--- config.mk ---
export PLATFORM = sky130hd
export DESIGN_NAME = mcy_prio_enc
export DESIGN_NICKNAME = d
export VERILOG_FILES = /design/src/rtl/mcy_prio_enc.sv
export SDC_FILE = /design/constraint.sdc
export NUM_CORES = 1
export LEC_CHECK = 0
export CORE_AREA = 3 3 40 42
export DETAILED_ROUTE_END_ITERATION = 10
export DIE_AREA = 0 0 43 45
export MAX_ROUTING_LAYER = met4
export PLACE_DENSITY = 0.35
export SYNTH_ARGS = -nofsm -noshare
export SYNTH_HDL_FRONTEND = slang
export SYNTH_SLANG_ARGS = --single-unit
--- constraint.sdc ---
create_clock -name vclk -period 1.1
set_clock_uncertainty 0.2 [all_clocks]
set_input_delay 0.165 -clock vclk [all_inputs]
set_output_delay 0.165 -clock vclk [all_outputs]
set_load 0.01 [all_outputs]
--- src/rtl/mcy_prio_enc.sv ---
// Lowest-index-first priority encoder with an any-set flag.
// Used to pick the reported channel when several mismatch at once.
module mcy_prio_enc #(
    parameter int N  = 8,
    parameter int IW = 3
) (
    input  logic [N-1:0]  req_i,
    output logic [IW-1:0] idx_o,
    output logic          any_o
);

    // Scan high to low so the lowest set bit is the last one written.
    always_comb begin
        idx_o = '0;
        any_o = |req_i;
        for (int i = N - 1; i >= 0; i--) begin
            if (req_i[i]) begin
                idx_o = IW'(i);
            end
        end
    end

endmodule

Yosys cells after proc, flatten, opt, wreduce, memory -nomap -nowiden:

Index checks and enable logic that the tools add are counted.
Widths: inputs -> output; s select.

* output and inout bits: 4
* logic and storage cells: 9
* input bits: 8
* register bits after elaboration: 0

* reduce and logical (&&, ||, !) cells: 1
* multiplexer cells: 8

Operators with widths (number)
* $mux 3: 8
* $reduce_or 8->1: 1

Logic depth before layout (Yosys ltp):

Gate-level depths: netlist of the first run.

* depth after elaboration: 8
* mapped depth: 3
* mapped depth without buffers: 3

Least setup slack after synthesis of the first run:

OpenSTA, ideal clock, no wires.

* path kind: input -> output
* start point: in req_i[4]
* end point: out idx_o[0]
* path buffers: 0
* data required time: 0.735 ns
* cell stages on the path: 1
* setup slack: 0.032 ns
* arrival time: 0.703 ns
* path through: o41ai_1

* longest elaborated chain between the ends: 5

Ends and longest elaborated chain
* from (decl): line 7 `input logic [N-1:0] req_i,`
* $mux 3 (5 in series): line 17 `if (req_i[i]) begin`
* to (decl): line 8 `output logic [IW-1:0] idx_o,`

Every way passes these cells.

Worst setup path after layout of the first run:

* start point: in req_i[4]
* end point: out idx_o[2]

Same word-level chain as after synthesis.

==> results of run 1 <==
==> where the power goes <==
part / internal, mW / switching (mW) / total (mW)
Combinational: 0.0521 / 0.0365 / 0.0886
Clock: 0 / 0 / 0
Sequential: 0 / 0 / 0
Total: 0.0521 / 0.0365 / 0.0886
==> worst max-delay path: cells and delay by family <==
family                 cells  cell delay (ns)
AND/OR/NAND/NOR            2             0.45
buffers and inverters      2             0.23
==> cells in the mapped netlist <==
library cell / n / share of area (%)
o21bai_1: 1 / 9.2
nor2b_1: 1 / 7.7
o41ai_1: 1 / 11
o21ai_0: 1 / 6.1
inv_1: 1 / 4.6
and3b_1: 1 / 11
a21oi_1: 1 / 6.1
nand3_1: 1 / 6.1
nor2_1: 3 / 14
a21boi_0: 1 / 9.2
nor4_2: 1 / 15
==> final timing paths <==
| kind | end | slack, ns | cells past startpoint |
|---|---|---|---|
| max | idx_o[2] | -0.12 | 4 |
| min | idx_o[0] | 0.40 | 3 |
==> logic make-up after synthesis <==
logic type | after synthesis
compound gates | 5
simple gates | 7
buf+inv | 1
==> final cells by class <==
class / count / share of cell area (%)
Timing Repair Buffer: 15 / 48.6
Multi-Input combinational cell: 12 / 42.9
Tap cell: 15 / 7.08
Inverter: 1 / 1.42
==> timing repair <==
action	in CTS	in global routing
endpoints found under the setup margin	4	4
resized for setup	58	11
pin swaps	5	5
setup buffers	1	0
==> per-stage QoR <==
step / hold WS, ns / power (mW) / setup WS, ns
global route: 0.414 / 0.0964 / -0.171
CTS: 0.445 / 0.0762 / -0.223
finish: 0.399 / 0.0886 / -0.123
global placement: 1.18 / 0.0727 / -0.903
floorplan: 0.220 / 0.0179 / 0.0323
detailed placement: 1.16 / 0.0729 / -0.896
==> per-layer routing <==
layer,wire length (µm),vias up
li1,-,82
met1,167,71
met2,210,8
met3,36,0
met4,0,0
met5,0,-
==> run metrics, run 1 <==
Routed WL per cell 9.65 µm; RSZ-0062 raised after global routing true; total congestion overflow 0; Distinct cells, synth 11; post-synthesis sequential area ratio 0%; Layout area overhead 226%; Ys Warns 0; routed vias 161; total negative slack -0.258 ns; Crit. Startpoint req_i[4]; fin. max-slew vios 0; synthesized area per cell 6.26 µm²; most frequent cells in the layout buf_6 (7), buf_2 (6), nor2_2 (2); Cell Count, Final, Fillers Out 43; syn nets 21; Worst EP arrival 0.86 ns; Critical Path Sink Type output port; DRC 0; Initial Utilization 6.33%; final cell utilization of the core 20.6%; Via density 3.74; multi-input logic area 114 µm²; CP startpoint kind primary input; diode count 0; critical setup path kind in2out; GRT Total Usage 4.44%; failing checks setup timing; total routed wirelength 415 µm; largest family of logic cells by synthesized area simple AND/OR/NAND/NOR gates; first-pass GRT wire length 683 µm; Die Height 45 µm; router iterations before antenna repair 1; multiplexer share of the synthesized area 0%; simple-gate share of the synthesized area 53.8%; setup ws final -0.123 ns; DIE AREA 1940 µm²; fraction of layout cells with a size suffix above 1 82.1%; XOR/XNOR share of the synthesized area 0%; met1 usage 5.48%; Hold WC Path Type in2out; Final #Nets 38; Fill cells 147; Max Freq 0.818 GHz; GPL Wtd Cong 0.635; final instance area 265 µm²; final hold viol count 0; Post-DRT Antenna Nets 0; gr busiest metal met2; Compound-Gate Fraction of Synth Area 41.5%; clock period minus worst slack 1.22 ns; Area after DPL 235 µm²; adder-cell area share of the yosys netlist 0%; Seq cells 0; placed insts 42; register area 0 µm²; worst hold path startpoint req_i[2]; Core ar. 1280 µm²; commonest non-fill, non-tap cell in the layout buf_6; IO Count 12; crit-path max FO 3; worst vdd ir 0.0000912 V; Mapped Area 81.3 µm²; maxcap violations 0; M3 GR Usage 0.797%; Req. time, crit path 0.73 ns; cells after synthesis 13; 1st-iter DRT viols 0; CTS Hold Bufs 0; status finished with violations; Pleak 0.120 nW; Slew @ Worst Pin 0.225 ns; vias in the first global route 168; slew margin rel. 84.8%; Port Buffers 12; Final Setup Violations 4; CP cell instances buf_8 > nor4_4 > and3b_1 > buf_2; pin count of the biggest net entering global routing 4; initial antenna violation count 0; P per Cell Area 334 nW/µm²; # clk buffers 0; row cnt 13; Critical Path Slowest Stage Cell nor4_4; die width 43 µm; final critical-path share of the clock period 111%; met2 Use GR 8.08%; critical path's largest stage delay 0.26 ns
Power figures use the tool's default switching activity.
==> run 2: changes to the inputs <==
ABC_CLOCK_PERIOD_IN_PS = 1100   (was unset)
GPL_TIMING_DRIVEN = 1   (was unset)
==> results of run 2 <==
The final DEF is identical to that of run 1; final timing and power are the same.
==> run 3: changes to the inputs <==
--- a/constraint.sdc
+++ b/constraint.sdc
@@ -4,2 +4,2 @@
 set_output_delay 0.165 -clock vclk [all_outputs]
-set_load 0.01 [all_outputs]
+set_load 0.05 [all_outputs]
==> run metrics, run 3 (synthesis results as in run 1) <==
Hold WC Path Type in2out; worst vdd ir 0.000173 V (+89%); diode count 0 (unchanged); delay-heaviest family, CP buffers and inverters; worst hold path startpoint req_i[2]; total routed wirelength 467 µm (+13%); Post-DRT Antenna Nets 0 (unchanged); GPL Wtd Cong 0.849 (+34%); 1st-iter DRT viols 0 (unchanged); critical setup path kind in2out; Final Setup Violations 4 (unchanged); Routed WL per cell 10.4 µm (+7.5%); Slew @ Worst Pin 0.302 ns (+0.0761 ns); first-pass GRT wire length 772 µm (+13%); initial antenna violation count 0 (unchanged); Max Freq 0.765 GHz (-6.5%); final cell utilization of the core 26.5% (+5.8 points); GRT Total Usage 5.12% (+0.68 points); Layout area overhead 318%; Critical Path Sink Type output port; total congestion overflow 0 (unchanged); maxcap violations 0 (unchanged); Die Height 45 µm (unchanged); IO Count 12 (unchanged); # clk buffers 0 (unchanged); pin count of the biggest net entering global routing 4 (unchanged); Core ar. 1280 µm² (unchanged); Fill cells 145 (-1.4%); slew margin rel. 79.8% (-5.0 points); multi-input logic area 140 µm² (+23%); most frequent cells in the layout buf_2 (5), buf_8 (4), buf_4 (4); Initial Utilization 6.33% (unchanged); Via density 3.69 (-1.5%); hold_ws 0.505 ns (+0.106 ns); final hold viol count 0 (unchanged); fraction of layout cells with a size suffix above 1 90.0% (+7.9 points); commonest non-fill, non-tap cell in the layout buf_2; Critical Path Slowest Stage Cell o41ai_4; row cnt 13 (unchanged); CP cell instances buf_8 > buf_6 > o41ai_4 > buf_12; DIE AREA 1940 µm² (unchanged); CP startpoint kind primary input; fin. max-slew vios 0 (unchanged); Final #Nets 40 (+5.3%); Crit. Startpoint req_i[4]; critical path's largest stage delay 0.38 ns (+0.12 ns); P per Cell Area 410 nW/µm² (+23%); Buf/Inv on CP 3 (+1); vias in the first global route 188 (+12%); Pleak 0.146 nW (+21%); Worst EP arrival 0.94 ns (+0.08 ns); CTS Hold Bufs 0 (unchanged); Seq cells 0 (unchanged); Port Buffers 12 (unchanged); register area 0 µm² (unchanged); RSZ-0062 raised after global routing true; router iterations before antenna repair 1 (unchanged); routed vias 166 (+3.1%); clock period minus worst slack 1.31 ns (+0.0846 ns); failing checks setup timing; final critical-path share of the clock period 119% (+7.7 points); setup ws final -0.208 ns (-0.0846 ns); DRC 0 (unchanged); status finished with violations; Req. time, crit path 0.73 ns (about the same); crit-path max FO 3 (unchanged); die width 43 µm (unchanged)
-- run 3: changes by cell type in the layout (fill, tap and decap cells not counted), moves of 2 or more --
cell / delta
buf_4: +4
buf_6: -5
buf_8: +3
buf_12: +2
-- run 3: per-stage QoR --
step                area, µm²  setup WS [ns]  setup TNS (ns)  std cells  total power, mW
global route              340         -0.247          -0.790         45            0.148
floorplan                 119         -0.159          -0.300         13           0.0470
global placement          310         -0.655           -2.48         45            0.128
CTS                       327         -0.226          -0.748         45            0.134
finish                    340         -0.208          -0.641         45            0.139
detailed placement        310         -0.661           -2.47         45            0.129
-- run 3: routing by layer --
metal / GRT usage [%] / wire length [µm] / up-vias
met3: 1.20 / 48 / 0
met5: - / 0 / -
met1: 7.14 / 237 / 72
li1: - / - / 83
met4: 0 / 0 / 0
met2: 8.08 / 181 / 11
-- run 3: final cells by class --
type                       count  share of cell area, %
tap                           15                   5.51
multi-input combinational     12                   41.2
timing repair buffer          17                   52.2
inverter                       1                   1.10
-- run 3: power by group --
part	leakage (nW)	internal (mW)	switching, mW
logic	0.146	0.0727	0.0668
registers	0	0	0
clock network	0	0	0
total	0.146	0.0727	0.0668
-- run 3: final timing paths --
check / endpoint / cells after the start / slack [ns]
max: idx_o[0] / 4 / -0.21
min: idx_o[0] / 3 / 0.50
-- run 3: what timing repair did --
item                                    in CTS  in global routing
resized for setup                           44                  8
setup buffers                                0                  0
gates cloned                                 0                  0
endpoints found under the hold margin        0                  0
endpoints found under the setup margin       4                  4
pin swaps                                    5                  2
-- run 3: tightest hold or removal path, stage by stage --
cell	delay, ns
buf_2	0.13
o41ai_4	0.10
buf_12	0.14
